## config.mk

```make
export PLATFORM = sky130hd
export DESIGN_NAME = regfile_mp
export DESIGN_NICKNAME = d
export VERILOG_FILES = /design/src/rtl/regfile_pkg.sv /design/src/rtl/regfile_rd_port.sv /design/src/rtl/regfile_mp.sv
export SDC_FILE = /design/constraint.sdc
export NUM_CORES = 1
export LEC_CHECK = 0
export BUFFER_PORTS_ARGS = -buffer_cell sky130_fd_sc_hd__buf_4
export CORE_MARGIN = 3
export CORE_UTILIZATION = 60
export CTS_BUF_LIST = sky130_fd_sc_hd__clkbuf_4
export CTS_CLUSTER_SIZE = 28
export DETAILED_ROUTE_END_ITERATION = 8
export HOLD_SLACK_MARGIN = 0.06
export PLACE_DENSITY_LB_ADDON = 0.12
export SYNTH_ARGS = -nofsm -noshare
export SYNTH_HDL_FRONTEND = slang
export SYNTH_SLANG_ARGS = --single-unit
```

## constraint.sdc

```tcl
create_clock -name clk -period 11.1 [get_ports clk]
set_input_delay 1.665 -clock clk [delete_from_list [all_inputs] [get_ports clk]]
set_output_delay 1.665 -clock clk [all_outputs]
set_load 0.1 [all_outputs]
```

## src/rtl/regfile_pkg.sv

```systemverilog
`default_nettype none
// ============================================================================
// Module      : regfile_pkg
// Description : Shared types and default sizes for the multi-port register
//               file (sweep FSM state encoding, default widths).
// Revision    : 1.0 - initial release
// ============================================================================
package regfile_pkg;

    // Sweep controller states: CLEAR zeroes the array after reset, IDLE serves requests.
    typedef enum logic [0:0] {
        CLEAR = 1'b0,
        IDLE  = 1'b1
    } state_t;

    localparam int DEF_DATA_W = 32;
    localparam int DEF_ADDR_W = 5;

endpackage : regfile_pkg
`default_nettype wire

```

## src/rtl/regfile_rd_port.sv

```systemverilog
`default_nettype none
// ============================================================================
// Module      : regfile_rd_port
// Description : One read port of the register file: register-0 masking,
//               same-cycle write forwarding and the registered output.
// Revision    : 1.0 - initial release
// ============================================================================
module regfile_rd_port
    import regfile_pkg::*;
#(
    parameter int DATA_W   = DEF_DATA_W,
    parameter int ADDR_W   = DEF_ADDR_W,
    parameter int ZERO_REG = 1,
    parameter int BYPASS   = 1
) (
    input  logic              clk,
    input  logic              rst_n,
    input  logic              i_capture,
    input  logic [ADDR_W-1:0] i_rd_addr,
    input  logic [DATA_W-1:0] i_rd_raw,
    input  logic              i_wr_acc,
    input  logic [ADDR_W-1:0] i_wr_addr,
    input  logic [DATA_W-1:0] i_wr_data,
    output logic [DATA_W-1:0] o_rd_data
);

    logic [DATA_W-1:0] w_sel;
    logic [DATA_W-1:0] r_rd_data;

    // Pick the value to capture: array contents, forwarded write data, or forced zero for r0.
    always_comb begin
        w_sel = i_rd_raw;
        if ((BYPASS != 0) && i_wr_acc && (i_wr_addr == i_rd_addr)) begin
            w_sel = i_wr_data;
        end
        if ((ZERO_REG != 0) && (i_rd_addr == '0)) begin
            w_sel = '0;
        end
    end

    // Output register; holds its value between accepted reads.
    always_ff @(posedge clk) begin
        if (!rst_n) begin
            r_rd_data <= '0;
        end else if (i_capture) begin
            r_rd_data <= w_sel;
        end
    end

    assign o_rd_data = r_rd_data;

endmodule : regfile_rd_port
`default_nettype wire

```

## src/rtl/regfile_mp.sv

```systemverilog
`default_nettype none
// ============================================================================
// Module      : regfile_mp
// Description : Parameterised multi-read-port register file with a single
//               write port, post-reset clear sweep and done pulses.
// Revision    : 1.0 - initial release
// ============================================================================
module regfile_mp
    import regfile_pkg::*;
#(
    parameter int DATA_W   = DEF_DATA_W,
    parameter int ADDR_W   = DEF_ADDR_W,
    parameter int NUM_RD   = 2,
    parameter int ZERO_REG = 1,
    parameter int BYPASS   = 1
) (
    input  logic                     clk,
    input  logic                     rst_n,
    input  logic                     en,
    input  logic                     wr_valid,
    output logic                     wr_ready,
    input  logic [ADDR_W-1:0]        wr_addr,
    input  logic [DATA_W-1:0]        wr_data,
    output logic                     wr_done,
    input  logic                     rd_valid,
    input  logic [NUM_RD*ADDR_W-1:0] rd_addr,
    output logic [NUM_RD*DATA_W-1:0] rd_data,
    output logic                     rd_done,
    output logic                     busy
);

    localparam int                DEPTH  = 2 ** ADDR_W;
    localparam logic [ADDR_W-1:0] c_LAST = ADDR_W'(DEPTH - 1);

    state_t            r_state;
    logic [ADDR_W-1:0] r_idx;
    logic              r_wr_done;
    logic              r_rd_done;
    logic [DATA_W-1:0] r_mem [DEPTH];

    logic w_idle;
    logic w_wr_acc;
    logic w_rd_acc;

    // Requests are only honoured out of reset, in IDLE, with the block enabled.
    assign w_idle   = (r_state == IDLE);
    assign wr_ready = rst_n && w_idle && en;
    assign busy     = !rst_n || (r_state == CLEAR);
    assign w_wr_acc = wr_valid && wr_ready;
    assign w_rd_acc = rd_valid && en && w_idle && rst_n;

    // Sweep controller and done-pulse generation.
    always_ff @(posedge clk) begin
        if (!rst_n) begin
            r_state   <= CLEAR;
            r_idx     <= '0;
            r_wr_done <= 1'b0;
            r_rd_done <= 1'b0;
        end else begin
            case (r_state)
                CLEAR: begin
                    r_idx     <= r_idx + 1'b1;
                    r_wr_done <= 1'b0;
                    r_rd_done <= 1'b0;
                    if (r_idx == c_LAST) begin
                        r_state <= IDLE;
                    end
                end
                IDLE: begin
                    r_wr_done <= w_wr_acc;
                    r_rd_done <= w_rd_acc;
                end
                default: begin
                    r_state <= CLEAR;
                    r_idx   <= '0;
                end
            endcase
        end
    end

    // Storage array: zeroed one entry per cycle during the sweep, then normal writes.
    always_ff @(posedge clk) begin
        if (rst_n) begin
            if (r_state == CLEAR) begin
                r_mem[r_idx] <= '0;
            end else if (w_wr_acc && !((ZERO_REG != 0) && (wr_addr == '0))) begin
                r_mem[wr_addr] <= wr_data;
            end
        end
    end

    assign wr_done = r_wr_done;
    assign rd_done = r_rd_done;

    for (genvar gi = 0; gi < NUM_RD; gi++) begin : g_rd_port
        logic [ADDR_W-1:0] w_addr;
        assign w_addr = rd_addr[gi*ADDR_W +: ADDR_W];

        regfile_rd_port #(
            .DATA_W   (DATA_W),
            .ADDR_W   (ADDR_W),
            .ZERO_REG (ZERO_REG),
            .BYPASS   (BYPASS)
        ) u_rd_port (
            .clk       (clk),
            .rst_n     (rst_n),
            .i_capture (w_rd_acc),
            .i_rd_addr (w_addr),
            .i_rd_raw  (r_mem[w_addr]),
            .i_wr_acc  (w_wr_acc),
            .i_wr_addr (wr_addr),
            .i_wr_data (wr_data),
            .o_rd_data (rd_data[gi*DATA_W +: DATA_W])
        );
    end

endmodule : regfile_mp
`default_nettype wire

```

# ---- Word level (Yosys, flattened, before mapping)
# Memory sizes are Yosys's and may differ from the RTL's.
# Index checks and enable logic that the tools add are counted.
dict set report word_totals {
  regBits 72
  mem_bits_rw 1024
  inputBits 52
  out_inout_bits 68
  mem_count 1
}
# memory words word_bits rd rd_ports_with_merged_regs wr line
set mem_list {}
lappend mem_list {r_mem 32 32 2 0 1 regfile_mp.sv:39} ;# logic [DATA_W-1:0] r_mem [DEPTH];
dict set report op_classes {
  n_addsub 1
  n_eq_ne 3
  n_mux 18
  bitwise 1
  reduce_logical 16
}
# op count
set op_table {}
lappend op_table {{32-bit two-way mux} 5}
lappend op_table {{32-bit OR reduction} 1}
lappend op_table {{5-bit logical NOT} 3}
lappend op_table {{5-bit equality test} 2}
lappend op_table {{1-bit two-way mux} 10}
lappend op_table {{1-bit logical AND} 9}
lappend op_table {{5-bit by 1-bit adder with 5-bit output, second input constant} 1}
lappend op_table {{5-bit equality test, second input constant} 1}
lappend op_table {{5-bit two-way mux} 1}
lappend op_table {{1-bit case mux with 2 select lines} 2}
lappend op_table {{1-bit logical NOT} 2}
lappend op_table {{1-bit logical OR} 1}
lappend op_table {{1-bit NOT} 1}

# ---- Longest topological paths before layout
# Gate-level depths: netlist of run 1.
dict set report depth {
  depth_word 10
  depth_mapped 9
  mapped_depth_nobuf 5
}

# ---- By module
# A second synthesis of run 1 with hierarchy kept.
dict set report hier_totals {
  hier_cells 3867
  area_unflattened_um2 52233.8
}
# mod instances cells_each area_each_um2
set modules_own_cells {}
lappend modules_own_cells {regfile_mp 1 3481 49110.9}
lappend modules_own_cells {regfile_rd_port 2 193 1561.5}

# ---- Least setup slack after synthesis of run 1
# OpenSTA, ideal clock, no wires.
dict set report synth_path {
  path_type {input to register}
  from {in wr_addr[0]}
  to {mem r_mem[18][0] in the netlist's numbering (enable)}
  setup_ns 0.421
  t_arrival_ns 4.309
  required_ns 10.679
  setup_slack_ns 6.370
  path_stages 6
  n_path_buf 1
  path_cell_list {clkbuf_1 -> or4_1 -> o21a_1 -> o21ai_1 -> nand2_1 -> nor2_1}
}
dict set report synth_between {
  elab_chain_len 9
}
# item line
set synth_lines {}
lappend synth_lines {{start: declaration} regfile_mp.sv:22} ;# input logic [ADDR_W-1:0] wr_addr,
lappend synth_lines {{5-bit logical NOT} regfile_mp.sv:86} ;# end else if (w_wr_acc && !((ZERO_REG != 0) && (wr_addr == '0))) begin
lappend synth_lines {{1-bit logical NOT} regfile_mp.sv:86}
lappend synth_lines {{1-bit logical AND} regfile_mp.sv:86}
lappend synth_lines {{1-bit two-way mux} regfile_mp.sv:86}
lappend synth_lines {{1-bit two-way mux} regfile_mp.sv:84} ;# if (r_state == CLEAR) begin
lappend synth_lines {{1-bit two-way mux} regfile_mp.sv:83} ;# if (rst_n) begin
lappend synth_lines {{1-bit two-way mux (implied by the code)} regfile_mp.sv:87} ;# r_mem[wr_addr] <= wr_data;
lappend synth_lines {{32-bit OR reduction (no source line)} --}
lappend synth_lines {{5-bit two-way mux (no source line) / 1-bit two-way mux (equally long branches)} --}
lappend synth_lines {{end: declaration} regfile_mp.sv:39}
# Several ways; a longest one is shown, not always the timed one.

# ---- Final worst setup path of run 1
dict set report layout_path {
  from {in rd_addr[6]}
  to {reg g_rd_port[1].u_rd_port.r_rd_data[16]}
}
dict set report layout_between {
  elab_chain_len 4
}
# item line
set layout_lines {}
lappend layout_lines {{start: declaration} regfile_mp.sv:26} ;# input logic [NUM_RD*ADDR_W-1:0] rd_addr,
lappend layout_lines {{parallel branches: the longest is 3 deep, another holds memory read 32 x 32 bit} --}
lappend layout_lines {{32-bit two-way mux *} regfile_rd_port.sv:36} ;# if ((ZERO_REG != 0) && (i_rd_addr == '0)) begin
lappend layout_lines {{end signal: assignment} regfile_rd_port.sv:46} ;# r_rd_data <= w_sel;
lappend layout_lines {{end: declaration} regfile_rd_port.sv:28} ;# logic [DATA_W-1:0] r_rd_data;
# Every way passes the cells marked *.
# A chain may end at the register's enable or synchronous reset.

==> flow_metrics.py, run 1 <==
metrics = {
    "detailed_routing": {
        "via_count": 31932,
        "drt_iter0_markers": 4199,
        "ant_nets": 0,
        "route.detailed.drc": 0,
        "wl_mm": 155,
        "drt_first_pass_iters": 8,
        "via_per_inst": 7.28,
        "wire_per_inst_um": 35.3,
    },
    "synth": {
        "ys_seq_area_frac": 0.632,
        "yosysUniqueCellTypes": 50,
        "synth_top_cell_by_area": "edfxtp_1",
        "synth_seq_cells": 1096,
        "synth_edf_count": 1024,
        "avgSynthCellArea_um2": 18.2,
        "ys_warn_count": 0,
        "syn-num-nets": 2851,
        "post-synth-top-area-fraction": 0.604,
        "syn-instance-count": 2797,
        "ys_async_sr_fraction": 0,
        "synth.cell_area_um2": 50900,
        "synth_area_leaders": "edfxtp_1 (60%), mux4_2 (19%), mux2i_1 (6.0%)",
        "ys.flop_type": "edfxtp_1",
    },
    "clock_network": {
        "cts_tree": "built",
        "post-cts-setup-buffers": 0,
        "cts_buffer_depth": 4,
        "cts-hold-fix-buffers": 0,
        "clk_pin_slew_ps": 70,
        "cts_sinks": 1096,
        "htree_levels": 5,
        "clk_latency_ps": 1170,
        "clock-root-buffer": "clkbuf_4",
        "cts_resized": 0,
        "cts_inserted_buffers": 293,
    },
    "layout": {
        "register_area_um2": 32200,
        "layout-drive-gt1-share": 0.354,
        "final_common_cell": "edfxtp_1",
        "fillers": 5632,
        "nNetsFinal": 3106,
        "multi_input_area_um2": 18000,
        "final_cell_mix": "edfxtp_1 (1024), mux4_2 (438), clkbuf_4 (419)",
        "syn2layout_area_growth_pct": 11.1,
    },
    "die": {
        "rows": 106,
        "ios": 120,
        "die-area_um2": 88400,
        "start_util": 0.608,
        "die_h_um": 297,
        "die_w_um": 297,
        "core-area_um2": 83800,
    },
    "critical_path": {
        "crit_buf_inv": 3,
        "rr_worst_depth": 6,
        "cp.depth": 8,
        "end_kind": "flop",
        "cp_max_fo": 151,
        "critPathRequiredTime_ps": 12060,
        "path_class": "input port to flop",
        "cp-start-kind": "input port",
        "ff2ff_setup_slack_ps": 6830,
        "crit_slowest_cell": "buf_4",
        "cp_cell_sequence": "buf_8 > buf_12 > buf_4 > mux4_2 > mux2_2 > a311oi_1 > nor4_1 > a21o_1",
        "critPathMaxStageDelay_ps": 870,
        "arrival_ps": 5320,
        "cp_top_family": "buffers and inverters",
    },
    "place": {
        "hpwl_mm": 85.5,
        "place.gp.congestion": 0.846,
        "port_buffers": 119,
    },
    "power": {
        "peakVddDrop_uv": 90.5,
        "intPower_mw": 6.48,
        "netSwitchingFraction": 0.232,
        "p_per_area_nw_per_um2": 149,
        "p_comb_frac": 0.063,
        "p_seq_frac": 0.532,
        "power.leakage_nw": 17.8,
        "clockPowerShare": 0.405,
        "switching_power_mw": 1.96,
    },
    "timing": {
        "slew_headroom": 0.159,
        "finalHoldViolCount": 0,
        "drv_slew": 0,
        "timing.final.crit_share": 0.392,
        "setup_viol": 0,
        "rsz0062_at_grt": "false",
        "whs_ps": 502,
        "tightest_slew_ps": 1260,
        "min_period_ps": 4350,
        "fin_setup_tns_ps": 0,
        "clock.fmax_mhz": 230,
        "fin_worst_skew_ps": 124,
    },
    "global_routing": {
        "track_usage": 0.353,
        "first_global_vias": 32510,
        "grt_start_max_net_pins": 152,
        "antenna_found_initial": 5,
        "grt.overflow.total": 0,
        "grt_pass1_wl_mm": 224,
    },
    "min_path": {
        "hp-class": "flop to flop",
        "whs_path_depth": 2,
    },
    "flow_run": {
        "max_cap_viol_count": 0,
    },
    "status": {
        "outcome": "completed",
    },
}
flip-flops by register name, indices dropped and copies added, names as in the netlist:
signal                         cells
rd_done                            1
g_rd_port.u_rd_port.o_rd_data     64
r_state                            1
r_idx                              5
wr_done                            1
r_mem                           1024
worst register-to-register path, cell delays in order, from the launching register on:
cell and delay, ps:
dfxtp_1 620, and4_1 820, o21a_1 230, buf_4 550, a21oi_2 420, nor2_4 590
buf_4 590
logic make-up (layout without fill, tap and decap cells):
kind of cell | count (synthesis) | count (layout) | share of synthesized area
flip-flops | 1096 | 1096 | 0.632
multiplexers | 782 | 782 | 0.262
AND/OR/NAND/NOR | 356 | 356 | 0.0359
AO/OA/AOI/OAI | 317 | 317 | 0.0458
buffers and inverters | 231 | 682 | 0.0212
XOR/XNOR | 13 | 13 | 0.00224
adder cells (fa/ha/maj) | 2 | 2 | 0.000491
other | 0 | 5 | 0
Yosys cell counts, types with 7 or more instances:
cell type,count
a21o_1,19
a21oi_1,10
a22o_1,20
a22oi_1,148
a311oi_1,18
a31oi_1,20
a32oi_1,7
and2_1,55
buf_1,20
buf_2,74
buf_4,17
buf_6,7
clkbuf_1,105
dfxtp_1,72
edfxtp_1,1024
mux2_2,38
mux2i_1,306
mux4_2,438
nand2_1,79
nand3_1,43
nand3b_1,11
nand4_1,22
nand4b_1,10
nor2_1,70
nor2b_1,7
nor3_1,23
nor4_1,19
o21ai_0,20
o21ai_1,12
o221ai_1,20
o22a_1,9
o22ai_1,9
xor2_1,12
metal layers:
layer / GRT usage / vias to the layer above / part of all wire
met1: 0.473 / 16482 / 0.36
met4: 0.151 / 2 / 0.045
met2: 0.552 / 2476 / 0.47
met5: 0 / - / 0.000071
li1: - / 12528 / -
met3: 0.0970 / 444 / 0.12
path summary, 6_finish.rpt:
path / from / to
max reg2reg: r_state / r_mem[28][20]
min reg2reg: g_rd_port[0].u_rd_port.o_rd_data[25] / g_rd_port[0].u_rd_port.o_rd_data[25]
max: rd_addr[6] / g_rd_port[1].u_rd_port.o_rd_data[16]
min: g_rd_port[0].u_rd_port.o_rd_data[25] / g_rd_port[0].u_rd_port.o_rd_data[25]
cell type report:
cell class / count / share of cell area
Sequential cell: 1096 / 0.569
Multi-Input combinational cell: 1470 / 0.318
Clock buffer: 419 / 0.0556
Timing Repair Buffer: 185 / 0.0258
Tap cell: 1134 / 0.0251
Clock inverter: 72 / 0.00643
Inverter: 6 / 0.000420
Antenna cell: 5 / 0.000221
through the flow:
step / power, mW / worst slack [ps] / cells / utilization / instance area [um2]
2_1_floorplan: 4.93 / 6370 / 2797 / - / 50900
3_3_place_gp: 5.09 / 5750 / 3891 / 0.633 / 53100
3_5_place_dp: 5.10 / 5690 / 3891 / 0.633 / 53100
4_1_cts: 8.47 / 6880 / 4382 / 0.675 / 56600
5_1_grt: 8.76 / 6570 / 4384 / 0.675 / 56600
6_report: 8.44 / 6750 / 4387 / 0.675 / 56600
power by group through the flow:
stage	clock network [mW]	registers [mW]	logic, mW
6_report	3.42	4.49	0.529
5_1_grt	3.72	4.49	0.550
4_1_cts	3.46	4.49	0.521
3_5_place_dp	0	4.58	0.520
3_3_place_gp	0	4.58	0.513
2_1_floorplan	0	4.57	0.360
No activity file was read; power rests on OpenSTA's default activity.
==> inputs of run 2 (changes only) <==
--- a/config.mk
+++ b/config.mk
@@ -7,7 +7,7 @@
 export LEC_CHECK = 0
 export BUFFER_PORTS_ARGS = -buffer_cell sky130_fd_sc_hd__buf_4
 export CORE_MARGIN = 3
-export CORE_UTILIZATION = 60
+export CORE_UTILIZATION = 59
 export CTS_BUF_LIST = sky130_fd_sc_hd__clkbuf_4
 export CTS_CLUSTER_SIZE = 28
 export DETAILED_ROUTE_END_ITERATION = 8
==> constraint.sdc (replaced) <==
create_clock -name clk -period 3.8 [get_ports clk]
set_input_delay 0.57 -clock clk [delete_from_list [all_inputs] [get_ports clk]]
set_output_delay 0.57 -clock clk [all_outputs]
set_load 0.1 [all_outputs]
==> run 2 against run 1 <==
Clock power grew to 2.9 times the previous value. Die area is 1.7% higher. Cell count is 2.8% higher. Clock skew fell by 35 ps. Flip-flop and latch count stayed put. Sequential share of layout area is 1.5 points lower. Register-to-register slack got worse by 6400 ps. Combinational power rose to 3.1 times the previous value.
==> flow_metrics.py, run 2 (synthesis results as in run 1) <==
metrics = {
    "clock_network": {
        "clk_latency_ps": 1160,
        "cts_sinks": 1096,
        "cts_tree": "built",
        "post-cts-setup-buffers": 0,
        "clk_pin_slew_ps": 60,
        "cts_inserted_buffers": 295,
        "clock-root-buffer": "clkbuf_4",
        "cts-hold-fix-buffers": 39,
        "htree_levels": 5,
        "cts_resized": 0,
        "cts_buffer_depth": 4,
    },
    "detailed_routing": {
        "wire_per_inst_um": 35.5,
        "drt_first_pass_iters": 8,
        "route.detailed.drc": 0,
        "via_count": 32780,
        "ant_nets": 0,
        "drt_iter0_markers": 4664,
        "via_per_inst": 7.27,
        "wl_mm": 160,
    },
    "critical_path": {
        "crit_slowest_cell": "and2_1",
        "cp_cell_sequence": "and4_1 > o21a_2 > buf_4 > and2_1",
        "cp-start-kind": "flop",
        "critPathMaxStageDelay_ps": 910,
        "arrival_ps": 4050,
        "path_class": "flop to flop",
        "critPathRequiredTime_ps": 4520,
        "end_kind": "flop",
        "cp_max_fo": 32,
    },
    "die": {
        "start_util": 0.596,
        "die-area_um2": 89900,
        "core-area_um2": 85400,
        "rows": 107,
        "die_h_um": 300,
        "ios": 120,
        "die_w_um": 300,
    },
    "layout": {
        "final_common_cell": "edfxtp_1",
        "largest_reg_flops": 1024,
        "final_area_um2": 58100,
        "final_cell_mix": "edfxtp_1 (1024), mux4_2 (438), clkbuf_4 (426)",
        "top_register": "r_mem",
        "layoutNonFillerInstCount": 4509,
        "syn2layout_area_growth_pct": 14.1,
        "nNetsFinal": 3220,
        "utilization": 0.680,
        "layout-drive-gt1-share": 0.365,
        "fillers": 5766,
    },
    "timing": {
        "clock.fmax_mhz": 301,
        "fin_worst_skew_ps": 89.3,
        "tightest_slew_ps": 1220,
        "fin_ws_ps": 478,
        "whs_ps": 191,
        "min_period_ps": 3320,
        "fin_setup_tns_ps": 0,
        "drv_slew": 0,
        "setup_viol": 0,
        "rsz0062_at_grt": "false",
        "timing.final.crit_share": 0.874,
        "slew_headroom": 0.184,
        "finalHoldViolCount": 0,
    },
    "flow_run": {
        "max_cap_viol_count": 0,
    },
    "place": {
        "placed_cell_area_um2": 54200,
        "port_buffers": 119,
        "hpwl_mm": 92.8,
        "pre_cts_slack_ps": 468,
        "place.gp.congestion": 0.897,
        "place_inst": 3974,
    },
    "global_routing": {
        "antenna_found_initial": 4,
        "track_usage": 0.359,
        "grt.overflow.total": 0,
        "grt_pass1_wl_mm": 228,
        "first_global_vias": 32944,
        "grt_start_max_net_pins": 91,
    },
    "power": {
        "power.leakage_nw": 18.5,
        "p_per_area_nw_per_um2": 425,
        "fin_total_pwr_mw": 24.7,
        "peakVddDrop_uv": 272,
    },
    "min_path": {
        "hp-class": "input port to flop",
    },
    "status": {
        "outcome": "completed",
    },
}
[run 2: cell count changes in the layout (fill, tap and decap cells not counted), sizes merged]
cell	before	now
dlygate4sd3	0	39
clkinv	62	58
clkbuf	420	427
clkinvlp	1	0
buf	184	257
bufinv	3	1
[run 2: report_power, final]
group	internal, mW	switching, mW	total (mW)
Clock	5.18	4.73	9.92
Sequential	13.1	0.0418	13.1
Combinational	0.692	0.964	1.66
Total	19.0	5.74	24.7
[run 2: worst paths after layout]
| kind | startpoint | cells past startpoint | to | slack, ps |
|---|---|---|---|---|
| hold reg to reg | g_rd_port[0].u_rd_port.o_rd_data[30] | 2 | g_rd_port[0].u_rd_port.o_rd_data[30] | 490 |
| hold / removal | wr_data[18] | 4 | g_rd_port[0].u_rd_port.o_rd_data[18] | 190 |
| setup reg to reg | r_state | 4 | r_mem[31][12] | 480 |
| setup / recovery | r_state | 4 | r_mem[31][12] | 480 |
[run 2: metal layers]
layer	track usage	share of wire	vias up
met1	0.490	0.35	16816
met4	0.168	0.047	2
li1	-	-	12787
met2	0.537	0.46	2708
met5	0	0.000081	-
met3	0.111	0.14	467
[run 2: cell type report]
class	count	area (um2)	share of cell area
Antenna cell	5	12.5	0.000215
Clock buffer	426	3200	0.0550
Clock inverter	65	284	0.00489
Inverter	6	23.8	0.000409
Multi-Input combinational cell	1470	18000	0.309
Sequential cell	1096	32200	0.554
Tap cell	1144	1430	0.0246
Timing Repair Buffer	297	2990	0.0514
[run 2: critical path: cells and delay by family, from the launching register on]
family / cells / cell delay [ps]
buffers and inverters: 1 / 450
AOI/OAI and AO/OA: 1 / 310
DFF: 1 / 560
and+or+nand+nor: 2 / 1530
